## src/rtl/display_pkg.sv

```systemverilog
// Shared display-path definitions: byte-phase enum and the line-buffer geometry
// used by the write-side demux, the read-side muxes and the buffers themselves.
package display_pkg;

  localparam int DEPTH_DEFAULT  = 640;
  localparam int ADDR_W_DEFAULT = 10;

  typedef enum logic [1:0] {
    GET_R = 2'd0,
    GET_G = 2'd1,
    GET_B = 2'd2
  } phase_e;

endpackage

```

## src/rtl/pixel_addr_ctr.sv

```systemverilog
// Pixel write-address counter for the ping-pong line buffers: counts 0..DEPTH-1,
// wraps on the last pixel and flips the target buffer at the same time.
module pixel_addr_ctr
  import display_pkg::*;
#(
  parameter int DEPTH  = DEPTH_DEFAULT,
  parameter int ADDR_W = ADDR_W_DEFAULT
) (
  input  logic              Clock,
  input  logic              ResetN,
  input  logic              inc,
  input  logic              clear,
  output logic [ADDR_W-1:0] addr,
  output logic              wrap,
  output logic              target
);

  localparam logic [ADDR_W-1:0] LastAddr = ADDR_W'(DEPTH - 1);

  assign wrap = inc && (addr == LastAddr);

  // clear restarts a frame: address 0 and Buf0, regardless of any increment
  always_ff @(posedge Clock or negedge ResetN) begin
    if (!ResetN) begin
      addr   <= '0;
      target <= 1'b0;
    end else if (clear) begin
      addr   <= '0;
      target <= 1'b0;
    end else if (wrap) begin
      addr   <= '0;
      target <= ~target;
    end else if (inc) begin
      addr   <= addr + 1'b1;
    end
  end

endmodule

```

## src/rtl/rgb_byte_demux.sv

```systemverilog
// Write-side RGB demux: assembles R,G,B byte triples into 24-bit pixels and
// strobes them into the Buf0/Buf1 ping-pong line buffers.
module rgb_byte_demux
  import display_pkg::*;
#(
  parameter int DEPTH  = DEPTH_DEFAULT,
  parameter int ADDR_W = ADDR_W_DEFAULT
) (
  input  logic              Clock,
  input  logic              ResetN,
  input  logic [7:0]        DataIn,
  input  logic              DataValid,
  input  logic              FrameStart,
  input  logic              Buf0Free,
  input  logic              Buf1Free,
  output logic              Ready,
  output logic [7:0]        WrR,
  output logic [7:0]        WrG,
  output logic [7:0]        WrB,
  output logic [ADDR_W-1:0] WrAddr,
  output logic              WrEn0,
  output logic              WrEn1,
  output logic              BufDone0,
  output logic              BufDone1,
  output logic              Overflow
);

  phase_e            phase;
  logic [7:0]        rHold;
  logic [7:0]        gHold;
  logic [ADDR_W-1:0] addr;
  logic              wrap;
  logic              target;
  logic              accept;
  logic              pixelDone;

  // FrameStart takes priority, so a byte arriving with it is never accepted
  assign accept    = DataValid && Ready && !FrameStart;
  assign pixelDone = accept && (phase == GET_B);

  pixel_addr_ctr #(
    .DEPTH (DEPTH),
    .ADDR_W(ADDR_W)
  ) u_addrCtr (
    .Clock (Clock),
    .ResetN(ResetN),
    .inc   (pixelDone),
    .clear (FrameStart),
    .addr  (addr),
    .wrap  (wrap),
    .target(target)
  );

  always_ff @(posedge Clock or negedge ResetN) begin
    if (!ResetN) begin
      phase    <= GET_R;
      rHold    <= '0;
      gHold    <= '0;
      Ready    <= 1'b0;
      WrR      <= '0;
      WrG      <= '0;
      WrB      <= '0;
      WrAddr   <= '0;
      WrEn0    <= 1'b0;
      WrEn1    <= 1'b0;
      BufDone0 <= 1'b0;
      BufDone1 <= 1'b0;
      Overflow <= 1'b0;
    end else begin
      Ready    <= target ? Buf1Free : Buf0Free;
      WrEn0    <= pixelDone && !target;
      WrEn1    <= pixelDone && target;
      BufDone0 <= wrap && !target;
      BufDone1 <= wrap && target;

      // no back-pressure: a byte offered while not ready is lost for good
      if (DataValid && !Ready) begin
        Overflow <= 1'b1;
      end

      if (pixelDone) begin
        WrR    <= rHold;
        WrG    <= gHold;
        WrB    <= DataIn;
        WrAddr <= addr;
      end

      if (FrameStart) begin
        phase <= GET_R;
      end else if (accept) begin
        case (phase)
          GET_R: begin
            rHold <= DataIn;
            phase <= GET_G;
          end
          GET_G: begin
            gHold <= DataIn;
            phase <= GET_B;
          end
          default: phase <= GET_R;
        endcase
      end
    end
  end

endmodule

```

## config.mk

```make
export PLATFORM = sky130hd
export DESIGN_NAME = rgb_byte_demux
export DESIGN_NICKNAME = d
export VERILOG_FILES = /design/src/rtl/display_pkg.sv /design/src/rtl/pixel_addr_ctr.sv /design/src/rtl/rgb_byte_demux.sv
export SDC_FILE = /design/constraint.sdc
export NUM_CORES = 1
export LEC_CHECK = 0
export ABC_AREA = 1
export CAP_MARGIN = 20
export CORE_UTILIZATION = 60
export DETAILED_ROUTE_END_ITERATION = 8
export DONT_BUFFER_PORTS = 1
export PLACE_DENSITY = 0.76
export SLEW_MARGIN = 10
export SYNTH_ARGS = -nofsm -noshare
export SYNTH_HDL_FRONTEND = slang
export SYNTH_SLANG_ARGS = --single-unit
```

## constraint.sdc

```tcl
create_clock -name Clock -period 1.36 [get_ports Clock]
set_input_delay 0.272 -clock Clock [delete_from_list [all_inputs] [get_ports Clock]]
set_output_delay 0.272 -clock Clock [all_outputs]
set_load 0.05 [all_outputs]
```

==> reports/qor.csv, run 1 <==
metric;value;unit
status;complete, but fails checks;
failing checks;negative hold slack;
clock sinks;69;
Yosys top cell by area;dfrtp_1;
CTS Buf Count;9;
cells after synthesis;302;
Routed Wire Length;5320;um
Worst IR Drop VDD;1.07;mV
Synth cell types;25;
crit path max-delay cell type;dfrtp_1;
Port Buffers;0;
GRT met3 Usage;0.0792;
sequential share of the synthesized area;0.585;
RSZ-0062 raised after global routing;false;
Synth Flop Type;dfrtp_1;
final hold vios;69;
Post-synth EDFFs;0;
core area;0.00472;sq mm
hpwl dp;3400;um
worst-path maximum fanout;7;
CP Capture Type;flop;
largest net degree at the start of global routing;70;
class of the worst hold path;in2async;
Worst-Skew Late Latency;0.34;ns
CP Class;reg2reg;
DRT iter0 DRCs;127;
GR peak layer;met2;
first-pass GRT wire length;9080;um
Post-synth ARST share;1.00;
most numerous cell in the Yosys netlist;nand2_1;
Initial Util;0.625;
Post-Layout Inst Area;0.00333;sq mm
max_cap viols;0;
area of the die;0.00521;sq mm
Antenna Nets Post-Route;0;
P_int;3.55;mW
met1 usage;0.289;
Layout area overhead;12.6;%
io pins;54;
Crit path required time;1.59;ns
nets@finish;331;
final hold slack;-0.379;ns
ranking of synthesized cells by area;dfrtp_1 58%, nand2_1 14%, o21ai_2 5.9%, buf_6 3.4%, inv_1 3.1%;
DR pass1 iterations;4;
PwrDens;1470;mW/mm^2
initial antenna violation count;0;
share of power burned in registers;0.547;
mean routed wirelength per cell;13.7;um
Ant. Diodes;0;
fin crit share;0.971;
die width;72.2;um
Slew Viols, Final;0;
gpl congestion;0.832;
Net Sw Power;1.33;mW
clk_skew;0.00719;ns
DP Area;0.00299;sq mm
WP data arrival;1.55;ns
CP startpoint kind;flop;
die height;72.2;um
Final TNS setup;0;ns
Via density;5.15;
H-tree depth;3;
Yosys top cell area share;0.585;
Slew HR;0.664;
worst-margin pin slew;0.505;ns
worst-path cell chain;ha_4, nand2_4, nor2_4, nand3_4, nand2_8, inv_4, nand2_1, nand2_1;
fmax;757;MHz
Synth top cells by count;112 x nand2_1, 69 x dfrtp_1, 24 x inv_1;
most used cell along the critical path;nand2_1;
Clock power frac;0.381;
sw frac;0.272;
Via Count;1998;
# fillers;365;
netlist area before placement;0.00295;sq mm
vias in the first global route;2006;
GRT met2 Usage;0.366;
CTS tree;done;
drt drc;0;
Comb power frac;0.072;
Max stage delay on crit path;0.42;ns
yosys warns;0;
All-Layer GR Usage;0.233;
Syn Nets;317;
FP Rows;25;
Clock transition at path regs;0.07;ns
clock tree buffer depth;2;
endpoints failing setup;0;
Pleak;1.71;nW
GRT Residual Overflow;0;
FF+latch count, synth;69;
layout cell share with drive strength beyond 1;0.227;
Post-Syn Area per Cell;9.78;sq um
root buf cell;clkbuf_8;
fin crit period;1.32;ns
==> cells by family after synthesis <==
| logic type | count (synthesis) | share of synthesized area |
|---|---|---|
| AO/OA/AOI/OAI | 43 | 0.101 |
| adder cells (fa/ha/maj) | 1 | 0.00424 |
| buffers and inverters | 39 | 0.0754 |
| flip-flops | 69 | 0.585 |
| AND/OR/NAND/NOR | 150 | 0.235 |
==> critical path, delay by kind of cell, from the launching register on <==
family        cells  cell delay, ns
fa+ha+maj         1            0.17
buf+inv           1            0.04
flops             1            0.42
simple gates      6            0.58
==> power groups by stage <==
| stage | Sequential (mW) | Clock, mW | Combinational [mW] |
|---|---|---|---|
| after floorplan | 2.68 | 0 | 0.287 |
| after CTS | 2.67 | 1.89 | 0.353 |
| final | 2.67 | 1.86 | 0.352 |
| after detailed placement | 2.70 | 0 | 0.349 |
| after global placement | 2.69 | 0 | 0.331 |
| after global routing | 2.69 | 1.99 | 0.403 |
==> sequential cells by signal, summed over array words and instances (netlist names), 2 cells and up <==
name,count
WrB,8
rHold,8
gHold,8
u_addrCtr.addr,10
WrR,8
phase,2
WrG,8
WrAddr,10
==> worst paths after layout <==
kind                                   start          endpoint  slack [ns]  cells after the start
min in group Clock                  Buf0Free             Ready        0.05                      2
max reg2reg                u_addrCtr.addr[1]  u_addrCtr.target        0.04                      8
max                        u_addrCtr.addr[1]  u_addrCtr.target        0.04                      8
max in group asynchronous             ResetN         WrAddr[5]        1.62                      0
min                                   ResetN         WrAddr[8]       -0.38                      0
min reg2reg                         gHold[1]            WrG[1]        0.48                      2
==> final cells by class <==
type,instances,area (sq um),share of cell area
clock buffers,12,155,0.0467
clock inverters,4,70.1,0.0211
repair buffers,13,101,0.0305
well taps,67,83.8,0.0252
inverters,29,121,0.0365
multi-input cells,194,1070,0.321
flip-flops and latches,69,1730,0.520
==> metrics by stage <==
stage,hold WS (ns),utilization,cells,setup WS [ns],total power [mW]
final,-0.379,0.704,388,0.0398,4.88
after floorplan,-0.0236,-,302,0.0552,2.97
after global routing,-0.406,0.704,388,0.00108,5.08
after global placement,-0.0220,0.633,367,-0.0522,3.03
after detailed placement,-0.0221,0.633,367,-0.0765,3.05
after CTS,-0.390,0.685,384,0.0144,4.91
==> layer usage <==
layer | routed length (um) | up-vias
met2 | 2730 | 52
met3 | 275 | 10
met4 | 102 | 0
met5 | 0 | -
li1 | - | 983
met1 | 2210 | 953
==> layout by cell type, fill, tap and decap left out, types with 3 or more instances in the layout <==
master    synthesis  layout
inv_1            24      24
o21ai_1          14      14
clkbuf_8          0      11
o21ai_2          20      19
nand3_4           4       5
nand3_1           9       8
buf_4             1      12
dfrtp_1          69      68
nand2_2           3       4
nand4_1           3       3
o21ai_0           3       3
nand2_1         112     110
nor2_1           13      12
==> repair_timing <==
item / in CTS / in global routing
cloned: 0 / 0
endpoints found under the hold margin: 69 / 69
endpoints found under the setup margin: 12 / 26
gates resized for setup: 3 / 13
pin swaps: 1 / 5
setup buffers: 1 / 4
Power figures use the tool's default switching activity.
==> run 2: changes to the inputs <==
--- a/config.mk
+++ b/config.mk
@@ -7,6 +7,7 @@
 export LEC_CHECK = 0
 export ABC_AREA = 1
 export CAP_MARGIN = 20
+export CORE_ASPECT_RATIO = 0.75
 export CORE_UTILIZATION = 60
 export DETAILED_ROUTE_END_ITERATION = 8
 export DONT_BUFFER_PORTS = 1
@@ -14,4 +15,5 @@
 export SLEW_MARGIN = 10
 export SYNTH_ARGS = -nofsm -noshare
 export SYNTH_HDL_FRONTEND = slang
+export SYNTH_HIERARCHICAL = 1
 export SYNTH_SLANG_ARGS = --single-unit
==> run 2 against run 1 <==
Routed wire length up 15%. The flow still finishes with violations (negative hold slack). Largest power group unchanged. Largest cell class unchanged. Clock skew up 0.0018 ns. Synthesized cell count rose by 9.6%. Worst setup slack better by 0.0010 ns. Highest routed layer unchanged.
==> reports/qor.csv, run 2 <==
metric;value;unit;change
most used cell along the critical path;nand2_2;;
mean routed wirelength per cell;15.0;um;+9.2%
Via density;5.46;;+6.0%
largest net degree at the start of global routing;70;;unchanged
CP Capture Type;flop;;
clock tree buffer depth;2;;unchanged
sequential share of the synthesized area;0.589;;+0.00424
nets@finish;362;;+9.4%
Routed Wire Length;6120;um;+15%
sw frac;0.280;;+0.00805
Initial Util;0.641;;+0.0160
worst-path cell chain;inv_2, nor2_4, nand2_4, inv_6, nand2_2, nor3_2, nand2_2, nand2_2, nor2_1;;
failing checks;negative hold slack;;
r2r endpoint;u_addrCtr/addr[5];;
netlist area before placement;0.00293;sq mm;-0.72%
P_int;3.28;mW;-7.5%
max_cap viols;0;;unchanged
Port Buffers;0;;unchanged
DR pass1 iterations;4;;unchanged
endpoints failing setup;0;;unchanged
first-pass GRT wire length;9880;um;+8.8%
Clock transition at path regs;0.07;ns;about the same
Via Count;2232;;+12%
Comb power frac;0.075;;+0.003
Pleak;1.75;nW;+2.4%
io pins;54;;unchanged
cells after synthesis;331;;+9.6%
layout cell share with drive strength beyond 1;0.151;;-0.0768
Ant. Diodes;0;;unchanged
Antenna Nets Post-Route;0;;unchanged
Clock power frac;0.355;;-0.026
CTS Buf Count;9;;unchanged
CTS tree;done;;
# fillers;342;;-6.3%
gpl congestion;0.822;;-1.3%
Post-synth ARST share;1.00;;unchanged
GRT Residual Overflow;0;;unchanged
final hold vios;69;;unchanged
most numerous cell in the Yosys netlist;nand2_1;;
fin crit share;0.970;;about the same
Layout area overhead;10.8;%;
DRT iter0 DRCs;225;;+77%
leading cell type in the layout, fill and taps excluded;nand2_1;;
Synth Flop Type;dfrtp_1;;
FF+latch count, synth;69;;unchanged
CP Class;reg2reg;;
worst-margin pin slew;0.507;ns;+0.00247 ns
crit path max-delay cell type;dfrtp_1;;
Synth cell types;23;;-8.0%
hpwl dp;3990;um;+17%
Max stage delay on crit path;0.36;ns;-0.06 ns
clock sinks;69;;unchanged
CP startpoint kind;flop;;
Crit path required time;1.58;ns;about the same
Worst IR Drop VDD;0.793;mV;-26%
WP data arrival;1.54;ns;about the same
RR Startpoint;phase[1];;
PwrDens;1400;mW/mm^2;-4.3%
DP Area;0.00304;sq mm;+1.7%
final hold slack;-0.374;ns;+0.00518 ns
die width;82.7;um;+15%
Reg2Reg Depth;9;;+1
vias in the first global route;2073;;+3.3%
Post-Layout Inst Area;0.00325;sq mm;-2.3%
fin crit period;1.32;ns;-0.00101 ns
Final TNS setup;0;ns;unchanged
area of the die;0.00517;sq mm;-0.64%
setup slack, reg-to-reg;0.04;ns;about the same
die height;62.5;um;-13%
root buf cell;clkbuf_8;;
RSZ-0062 raised after global routing;true;;
share of power burned in registers;0.570;;+0.023
H-tree depth;3;;unchanged
commonest non-fill, non-tap cells in the layout;130 x nand2_1, 68 x dfrtp_1, 58 x nand3_1;;
Yosys top cell area share;0.589;;+0.00424
FP Rows;21;;-16%
Slew Viols, Final;0;;unchanged
worst-path maximum fanout;5;;-2
Post-Syn Area per Cell;8.86;sq um;-9.4%
ranking of synthesized cells by area;dfrtp_1 59%, nand2_1 17%, nand3_1 9.9%, inv_1 2.0%, nor2_1 1.7%;;
yosys warns;6;;+6
Yosys top cell by area;dfrtp_1;;
Worst-Skew Late Latency;0.33;ns;about the same
top flop regs;WrAddr: 10 flops, u_addrCtr/addr: 10 flops;;
fmax;758;MHz;about the same
initial antenna violation count;0;;unchanged
Post-synth EDFFs;0;;unchanged
Net Sw Power;1.28;mW;-3.7%
Syn Nets;346;;+9.1%
drt drc;0;;unchanged
class of the worst hold path;in2async;;
All-Layer GR Usage;0.260;;+0.0266
Slew HR;0.662;;-0.00165
Synth top cells by count;133 x nand2_1, 69 x dfrtp_1, 58 x nand3_1;;
clk_skew;0.00901;ns;+0.00182 ns
status;complete, but fails checks;;
core area;0.00457;sq mm;-3.2%
run 2: final cells by class:
| class | count | area, sq um | area share |
|---|---|---|---|
| inverters | 17 | 68.8 | 0.0212 |
| well taps | 57 | 71.3 | 0.0219 |
| clock inverters | 4 | 47.5 | 0.0146 |
| multi-input cells | 235 | 1080 | 0.331 |
| repair buffers | 15 | 113 | 0.0347 |
| clock buffers | 12 | 145 | 0.0447 |
| flip-flops and latches | 69 | 1730 | 0.532 |
run 2: cells by family (layout without fill, tap and decap cells):
group,after synthesis,after routing,share of synthesized area
AO/OA/AOI/OAI,8,8,0.0149
flip-flops,69,69,0.589
XOR/XNOR,1,1,0.00299
adder cells (fa/ha/maj),1,1,0.00427
buffers and inverters,28,48,0.0495
AND/OR/NAND/NOR,224,225,0.339
run 2: critical path: cells and delay by family (launching register included):
family / cells / cell delay, ns
buffers and inverters: 2 / 0.13
AND/OR/NAND/NOR: 7 / 0.70
flip-flops: 1 / 0.36
run 2: through the flow:
stage               hold WS, ns  power [mW]  setup slack, ns  cells  utilization
finish                   -0.374        4.56           0.0408    409        0.711
detailed placement      -0.0223        2.97           0.0422    391        0.665
CTS                      -0.386        4.58           0.0253    407        0.707
global route             -0.397        4.75          -0.0343    409        0.711
global placement        -0.0223        2.96           0.0891    391        0.665
floorplan               -0.0236        2.86           -0.341    331            -
run 2: repair_timing:
item,4_1_cts,5_1_grt
buffers inserted,0,1
gates resized for setup,0,2
endpoints found under the hold margin,69,69
setup endpoints to repair,0,21
run 2: power groups by stage:
stage                     clock network, mW  registers [mW]  logic, mW
after floorplan                           0            2.62      0.243
after global placement                    0            2.64      0.320
after detailed placement                  0            2.64      0.335
after global routing                   1.73            2.62      0.395
final                                  1.62            2.60      0.341
after CTS                              1.65            2.60      0.338
run 2: per-layer routing:
metal	wire [um]	GRT usage
met1	2900	0.396
met2	2570	0.346
met3	629	0.101
met4	24	0.0668
met5	0	0
run 2: how the worst max path moves through the flow:
stage / to / slack [ns] / start
6_report: u_addrCtr/addr[5] / 0.04 / phase[1]
2_1_floorplan: u_addrCtr/addr[0] / -0.34 / Ready
5_1_grt: BufDone0 / -0.03 / phase[1]
3_3_place_gp: u_addrCtr/addr[0] / 0.09 / Ready
3_5_place_dp: u_addrCtr/addr[0] / 0.04 / Ready
4_1_cts: u_addrCtr/addr[0] / 0.03 / Ready
